===== src/rtl/sudoku_pkg.sv =====
// sudoku_pkg: shared constants, FSM state type and small divide-by-3 helpers
// for the grid checker. No ports; imported by group_cell_map and grid_checker.
package sudoku_pkg;

    localparam int GRID_N = 9;
    localparam int CELLS  = 81;
    localparam int CELL_W = 4;
    localparam int GROUPS = 27;
    localparam int GRID_W = CELLS * CELL_W;

    typedef enum logic [1:0] {
        IDLE,
        SNAP,
        SCAN,
        DONE
    } state_t;

    // x / 3 for x in 0..8
    function automatic logic [1:0] div3(input logic [3:0] x);
        logic [1:0] r;
        if (x >= 4'd6)      r = 2'd2;
        else if (x >= 4'd3) r = 2'd1;
        else                r = 2'd0;
        return r;
    endfunction

    // x % 3 for x in 0..8
    function automatic logic [1:0] mod3(input logic [3:0] x);
        logic [3:0] r;
        if (x >= 4'd6)      r = x - 4'd6;
        else if (x >= 4'd3) r = x - 4'd3;
        else                r = x;
        return r[1:0];
    endfunction

    // 3 * v as shift-and-add
    function automatic logic [3:0] x3(input logic [1:0] v);
        return {1'b0, v, 1'b0} + {2'b00, v};
    endfunction

endpackage


===== src/rtl/group_cell_map.sv =====
// group_cell_map: combinational map from (group g, cell-in-group k) to the
// flat cell index row*9+col. Ports: g[4:0] in, k[3:0] in, idx[6:0] out.
module group_cell_map
    import sudoku_pkg::*;
(
    input  logic [4:0] g,
    input  logic [3:0] k,
    output logic [6:0] idx
);

    logic [3:0] row;
    logic [3:0] col;
    logic [3:0] b;
    logic [4:0] g_off;

    always_comb begin
        row   = 4'd0;
        col   = 4'd0;
        b     = 4'd0;
        g_off = 5'd0;
        if (g < 5'd9) begin
            row = g[3:0];
            col = k;
        end else if (g < 5'd18) begin
            g_off = g - 5'd9;
            row   = k;
            col   = g_off[3:0];
        end else begin
            g_off = g - 5'd18;
            b     = g_off[3:0];
            row   = x3(div3(b)) + {2'b00, div3(k)};
            col   = x3(mod3(b)) + {2'b00, mod3(k)};
        end
    end

    // row*9 + col, built as (row<<3) + row + col
    assign idx = {row, 3'b000} + {3'b000, row} + {3'b000, col};

endmodule


===== config.mk =====
export PLATFORM = sky130hd
export DESIGN_NAME = group_cell_map
export DESIGN_NICKNAME = d
export VERILOG_FILES = /design/src/rtl/sudoku_pkg.sv /design/src/rtl/group_cell_map.sv
export SDC_FILE = /design/constraint.sdc
export NUM_CORES = 1
export LEC_CHECK = 0
export BUFFER_PORTS_ARGS = -buffer_cell sky130_fd_sc_hd__buf_2
export CORE_MARGIN = 8
export CORE_UTILIZATION = 60
export DETAILED_ROUTE_END_ITERATION = 8
export GPL_ROUTABILITY_DRIVEN = 0
export GPL_TIMING_DRIVEN = 0
export PLACE_DENSITY = 0.83
export SLEW_MARGIN = 30
export SYNTH_ARGS = -nofsm -noshare
export SYNTH_HDL_FRONTEND = slang
export SYNTH_SLANG_ARGS = --single-unit

===== constraint.sdc =====
create_clock -name vclk -period 6.42
set_input_delay 0.642 -clock vclk [all_inputs]
set_output_delay 0.642 -clock vclk [all_outputs]
set_load 0.05 [all_outputs]

* Yosys cells after proc, flatten, opt, wreduce, memory -nomap -nowiden
Index checks and enable logic that the tools add are counted.
Storage, ports and cells: input port bits 9, output and inout bits 7, bits in registers 0
Cells by class: $lt $le $gt $ge 6, add/subtract/negate cells 12, multiplexer cells 20
Operators with widths (number):
- $mux 2 | 14
- $mux 4 | 4
- $add 7x4->7 | 2
- $add 3x2->4 | 2
- $add 4x2->4 | 2
- $ge 4x2->1 const B | 2
- $ge 4x3->1 const B | 2
- $sub 2x2->2 const B | 4
- $lt 5x4->1 const B | 1
- $lt 5x5->1 const B | 1
- $sub 4x2->4 const B | 1
- $sub 4x4->4 const B | 1
- $mux 1 | 2

* Longest topological paths before layout
Gate-level depths: netlist (run 1).
depth in word-level cells 12, depth in mapped cells 20

* Least setup slack after synthesis (run 1)
No wires, ideal clock.
kind input-to-output, from in g[1], to out idx[6], data required time 5778 ps, stages on the path 20, arrival time 4969 ps, setup slack 809 ps, cells stage by stage inv_1 ha_1 nor2b_1 a211oi_2 mux2i_1 xnor2_1 ha_1 nor3_1 a21o_1 ha_1 nand2_1 o32ai_1 a211oi_1 fa_1 inv_1 ha_1 a21oi_1 nor2b_1 o211ai_1 xor2_1
Between the ends: longest elaborated chain between the ends 12
RTL lines:
- from (decl) | RTL line group_cell_map.sv:6 | input logic [4:0] g,
- $sub 4x2->4 | RTL line group_cell_map.sv:29 | g_off = g - 5'd18;
- $ge 4x2->1 | RTL line sudoku_pkg.sv:22, sudoku_pkg.sv:31
- $mux 1 | RTL line sudoku_pkg.sv:22 | else if (x >= 4'd3) r = 2'd1;
- $mux 2 | RTL line sudoku_pkg.sv:21 | if (x >= 4'd6) r = 2'd2;
- $mux 2 | RTL line group_cell_map.sv:24 | end else if (g < 5'd18) begin
- $mux 2 | RTL line group_cell_map.sv:21 | if (g < 5'd9) begin
- $add 3x2->4 | RTL line sudoku_pkg.sv:38 | return {1'b0, v, 1'b0} + {2'b00, v};
- $add 4x2->4 | RTL line group_cell_map.sv:31 | row = x3(div3(b)) + {2'b00, div3(k)};
- $mux 4 | RTL line group_cell_map.sv:24
- $mux 4 | RTL line group_cell_map.sv:21
- $add 7x4->7 | RTL line group_cell_map.sv:37 | assign idx = {row, 3'b000} + {3'b000, row} + {3'b000, col};
- $add 7x4->7 * | RTL line group_cell_map.sv:37
- to (decl) | RTL line group_cell_map.sv:8 | output logic [6:0] idx
Mark *: on every way between the ends. The rest lies on a longest branch, timed or not. The select of a mux whose other input is x is not followed.

* Worst setup path in the final report (run 1)
Same ends and word-level chain as after synthesis.

==> impl_summary.md, run 1 <==
Worst setup path
The arrival time reported for the critical path endpoint is 5.30 ns. Along the worst path, the maximum fanout reaches 9. At the worst endpoint, the required time is 5.78 ns.

The worst setup path is captured at an output pin. By startpoint and endpoint, the worst setup path is classified as input pin to output pin. The category of the worst setup path launch point is an input pin.

Synth
The net count of the mapped netlist is 158. For this run, the number of Yosys warnings is 0. The synthesized-area fraction occupied by ao, oa, aoi and oai cells came to 0.218. The cell area that synthesis handed to floorplanning was 917 um^2. The average footprint of a synthesized cell is 7.28 um^2. The sequential fraction of the synthesis area is 0. Of the total synthesized cell area, the portion taken by XOR and XNOR cells is 0.0668. The cell count after synthesis came out at 126. The multiplexer area fraction after synthesis is 0.0887.

Of the total synthesized cell area, the portion taken by full adders, half adders and majority gates is 0.338. The dominant combinational cell family by area after synthesis is adder cells. The netlist uses 33 different library cells. The post-synthesis simple-gate area fraction is 0.211.

Timing
The number of hold violations in the final report is 0. Based on the critical path, the design can be clocked at up to 168 MHz. The worst max-slew margin expressed relative to the limit is 0.524. Setup violations remaining at the end of the flow were counted as 0.

The slew of the pin with the lowest slew margin is 0.705 ns. Setup repair after global routing left no endpoint under its margin. Setup total negative slack on the finished layout was measured at 0 ns. The clock period minus final worst setup slack is 5.94 ns.

Dividing the final minimum period by the clock period gives 0.925. The max-slew violation count was 0.

Layout
The area growth from synthesis to final layout is 10.4%. The layout has 0 clock buffers. Summing all flip-flop and latch instances after layout gives 0 um^2. 0 antenna diodes ended up in the layout.

Measured on the finished design, the core utilization comes to 0.688. The most common cell after layout, fill and taps aside is ha_1. The share of layout cells above drive strength 1 is 0.142.

The layout sequential cell count is 0. The library cells used most frequently in the layout, excluding fill and tap cells, are ha_1, buf_2, inv_1, nand2_1, nor2_1. The number of nets at the end of the flow is 175.

Route
After detailed routing, the average wire length per cell comes to 13.0 um. Dividing the detail-routed via count by the number of cells gives 5.85. The number of optimization iterations in the first detailed-route pass is 4. The count of vias placed by the detailed router is 918. The count of antenna-violating nets left after detailed routing is 0. Wires add up to 2040 um. For this block, the initial DRC count from the detailed router was 12. In the routed design, unresolved DRC markers number 0.

Status
The run finished with clean final reports.

Clock tree
The hold buffer count at cts is 0. The post-CTS setup buffer count is 0. The number of resized instances in the post-cts repair step is 0.

GRT
Summed over all layers, the global routing overflow is 0. The first global-routing pass estimated 3400 um of wire. The global-route usage over all layers is 0.141.

The number of global-route vias before repair is 820. Entering global routing, the biggest net connects 11 pins. The initial antenna violation count is 0.

Pwr
Across the VDD grid, the largest voltage drop is 0.000308 V. After layout, the design draws a total of 0.235 mW. The static power due to leakage is 0.521 nW.

For this design the ratio of total power to cell area is 232 mW/mm^2.

Floorplanning
Measured along the x axis, the die boundary spans 55.1 um. After floorplanning, the core was divided into 14 placement rows. The die is 55.1 um tall. The floorplan step defined a core boundary enclosing 0.00147 mm^2. The top-level I/O count is 16.

For this configuration, the core starts out at a cell density of 0.623. The die covers 0.00304 mm^2.

Run
Across the run, the number of max-cap violations was 0.

Min path
The type of the tightest min-delay check is input pin to output pin.

Place
During placement, the flow inserted port buffers numbering 15. The HPWL reported at the end of detailed placement is 1760 um.
[layout make-up]
class / instances / area [um^2]
Buffer: 4 / 17.5
Tap cell: 16 / 20.0
Fill cell: 128 / 459
Timing Repair Buffer: 15 / 75.1
Inverter: 14 / 52.6
Multi-Input combinational cell: 108 / 847
[synth_stat cells, types with 2 or more instances]
cell type / instances / area, um^2
nand2_1: 14 / 52.6
inv_1: 14 / 52.6
nor3_1: 4 / 20.0
a21o_1: 3 / 22.5
o21ai_0: 9 / 45.0
nor2b_1: 5 / 31.3
buf_2: 2 / 10.0
clkbuf_1: 2 / 7.51
fa_1: 3 / 60.1
mux2i_1: 7 / 70.1
a21oi_1: 4 / 20.0
nor2_1: 11 / 41.3
nor3b_1: 2 / 15.0
xnor2_1: 6 / 52.6
ha_1: 20 / 250
o21a_1: 2 / 15.0
a211oi_1: 2 / 15.0
[where the power goes]
group / internal (mW) / total, mW / switching, mW
logic: 0.0727 / 0.235 / 0.162
clock network: 0 / 0 / 0
registers: 0 / 0 / 0
[kinds of logic (layout without fill, tap and decap cells)]
logic type      count (synthesis)  count (layout)
mux                             8               8
simple gates                   41              41
compound gates                 29              29
fa+ha+maj                      23              23
buf+inv                        18              33
xor+xnor                        7               7
[stage by stage]
stage	hold WS, ns	cells	cell area [um^2]	worst slack, ns
4_1_cts	1.97	157	1010	0.486
6_report	1.96	157	1010	0.480
3_3_place_gp	1.96	157	1010	0.645
5_1_grt	2.02	157	1010	0.107
2_1_floorplan	1.82	126	917	0.809
3_5_place_dp	1.97	157	1010	0.481
[per-layer routing]
layer	GRT usage	vias up	share of wire
met2	0.261	23	0.51
li1	-	469	-
met5	0	-	0
met3	0	0	0.053
met4	0.00400	0	0
met1	0.187	426	0.44
[path summary, 6_finish.rpt]
kind	startpoint	end	cells after the start	slack, ns
setup / recovery	g[1]	idx[6]	22	0.48
hold / removal	g[2]	idx[6]	6	1.96
[critical path, stage by stage]
cell	delay (ns)
buf_2	0.14
inv_1	0.13
ha_1	0.34
nor2b_1	0.12
a211oi_2	0.41
mux2i_1	0.47
xnor2_1	0.18
ha_1	0.23
nor3_1	0.08
a21o_1	0.19
ha_1	0.19
nand2_1	0.06
o32ai_1	0.07
a211oi_1	0.31
fa_1	0.48
inv_1	0.07
ha_1	0.26
a21oi_1	0.22
nor2b_1	0.08
o211ai_1	0.19
xor2_1	0.16
buf_2	0.28
Power figures use the tool's default switching activity.
==> run 2, diff against run 1 <==
Settings changed: GPL_TIMING_DRIVEN 0 to not set.
==> run 2 against run 1 <==
Effect of this change: first-iteration DRC count up 83%; sequential share of layout area unchanged; setup slack worse by 0.0051 ns; total power about the same; highest routed layer is now met4; largest power group unchanged; utilization down 0.85 points; via count down 2.7%; largest cell class unchanged; clock-buffer cell count unchanged; non-clock buffer count down 3; design area down 1.2%; global-route usage up 0.69 points.
==> impl_summary.md, run 2 (same netlist as run 1, synthesis figures left out) <==
Worst setup path
Cells along the critical path: buf_2, inv_1, ha_1, nor2b_1, a211oi_2, mux2i_1, xnor2_1, ha_1, nor3_1, a21o_1, ha_1, nand2_1, o32ai_1, a211oi_1, fa_1, inv_1, ha_1, a21oi_1, nor2b_1, o211ai_1, xor2_1, buf_2 (unchanged). The critical-path cell with the highest stage delay is mux2i_1 (was fa_1). The cell family contributing the most delay on the critical path is adder cells (unchanged). The critical path endpoint category is an output pin (unchanged). The critical path buffer and inverter count is 4 (unchanged). The delay of the slowest cell on the worst path was 0.48 ns (about the same). The category of the worst setup path launch point is an input pin (unchanged).

The arrival time reported for the critical path endpoint is 5.30 ns (about the same). The cell type with the highest occurrence count on the critical path is ha_1 (unchanged). The maximum fanout count along the critical path is 9 (unchanged).

The category of the critical setup timing path is input pin to output pin (unchanged). The critical path data required time was 5.78 ns (about the same).

Floorplanning
The area of the core is 0.00147 mm^2 (unchanged). The top-level I/O count is 16 (unchanged). The die width came to 55.1 um (unchanged). The die area is 0.00304 mm^2 (unchanged). The effective utilization at floorplan is 0.623 (unchanged). The standard-cell row count was 14 (unchanged).

The floorplan die height is 55.1 um (unchanged).

Layout
The number of fill cells in the layout is 131 (was 128). The share of layout cells above drive strength 1 came to 0.138 (was 0.142). The number of diodes is 0 (unchanged). The register area was 0 um^2 (unchanged). The area growth from synthesis to final layout is 9.00% (was 10.4%). The final standard cell area without fillers came to 1000 um^2 (was 0.00101 mm^2).

The number of clock-tree buffers in the layout is 0 (unchanged). The most common cell after layout, fill and taps aside is ha_1 (unchanged). Commonest cells after routing, fill and taps aside: ha_1, buf_2, inv_1, nand2_1, nor2_1 (unchanged). The area used by multi-input combinational logic is 847 um^2 (unchanged). The number of non-filler instances in the completed layout is 154 (was 157). The number of nets at the end of the flow is 172 (was 175). The layout sequential cell count is 0 (unchanged).

Clock tree
The post-CTS setup buffer count is 0 (unchanged). The number of resized instances in the post-cts repair step was 0 (unchanged). The hold buffer count at cts is 0 (unchanged).

Route
The routed length per placed instance is 13.3 um (was 13.0 um). The detailed-route wire length was 2050 um (was 2040 um). The post-detailed-route via-to-cell ratio is 5.80 (was 5.85). The count of antenna-violating nets left after detailed routing is 0 (unchanged).

The post-detailed-route DRC marker count came to 0 (unchanged). The number of optimization iterations in the first detailed-route pass is 4 (unchanged). The count of vias placed by the detailed router is 893 (was 918). The detailed router's first-iteration violation count is 22 (was 12).

GRT
The number of global-route vias before repair came to 812 (was 820). The global-route wire length before repair came to 3510 um (was 3400 um). The initial antenna violation count was 0 (unchanged). The maximum number of pins on one net before global-route repair is 14 (was 11). The sum of overflow across all layers after global routing is 0 (unchanged). The global-route usage over all layers is 0.148 (was 0.141).

Timing
Unrepaired setup endpoints after global routing: no (unchanged). The slew of the pin with the lowest slew margin came to 0.688 ns (was 0.705 ns). The maximum frequency from static timing analysis came to 168 MHz (about the same). The worst hold slack across all endpoints is 1.96 ns (about the same).

The final sum of negative setup slack is 0 ns (unchanged). The period utilization is 0.926 (was 0.925). The max-slew violation count is 0 (unchanged).

The final count of negative-setup-slack endpoints is 0 (unchanged). The clock period minus final worst setup slack is 5.94 ns (about the same). The worst max-slew margin expressed relative to the limit is 0.535 (was 0.524). The number of hold violations in the final report is 0 (unchanged).

Place
The cell area after placement is 1000 um^2 (was 0.00101 mm^2). The HPWL reported at the end of detailed placement is 1790 um (was 1760 um). The total of buffers placed on input and output ports is 16 (was 15). The total instance count after detailed placement was 154 (was 157).

Pwr
The static power due to leakage is 0.515 nW (was 0.521 nW). The worst ir drop on vdd is 0.000282 V (was 0.000308 V). The total power divided by cell area is 235 mW/mm^2 (was 232 mW/mm^2). The total chip power came to 0.235 mW (about the same).

Min path
The type of the tightest min-delay check is input pin to output pin (unchanged).

Status
Outcome: finished, final reports clean (unchanged).

Run
The number of maximum-capacitance constraint violations is 0 (unchanged).
## run 2: changes by cell type in the layout (fill, tap and decap cells not counted), sizes merged
| cell | change |
|---|---|
| clkbuf | -2 |
| buf | -1 |
## run 2: per-layer routing
| layer | vias to the layer above | track usage | routed length [um] |
|---|---|---|---|
| met4 | 0 | 0.00800 | 8 |
| met3 | 2 | 0.00535 | 99 |
| met2 | 27 | 0.272 | 1040 |
| li1 | 463 | - | - |
| met5 | - | 0 | 0 |
| met1 | 401 | 0.193 | 903 |
## run 2: stage by stage
stage,setup WS [ns],utilization
final,0.475,0.679
after floorplan,0.809,-
after detailed placement,0.495,0.679
after CTS,0.488,0.679
after global placement,0.699,0.679
after global routing,0.125,0.679
## run 2: area by class of cell
cell class | count | area share
inverters | 14 | 0.0526
multi-input cells | 108 | 0.847
well taps | 16 | 0.0200
repair buffers | 16 | 0.0801
## run 2: path summary, 6_finish.rpt
path,from,endpoint,slack [ns],cells after the start
setup / recovery,g[1],idx[6],0.48,22
hold / removal,g[2],idx[6],1.96,6
## run 2: power breakdown
group	internal (mW)	switching, mW
clock	0	0
combinational	0.0721	0.163
sequential	0	0
total	0.0721	0.163
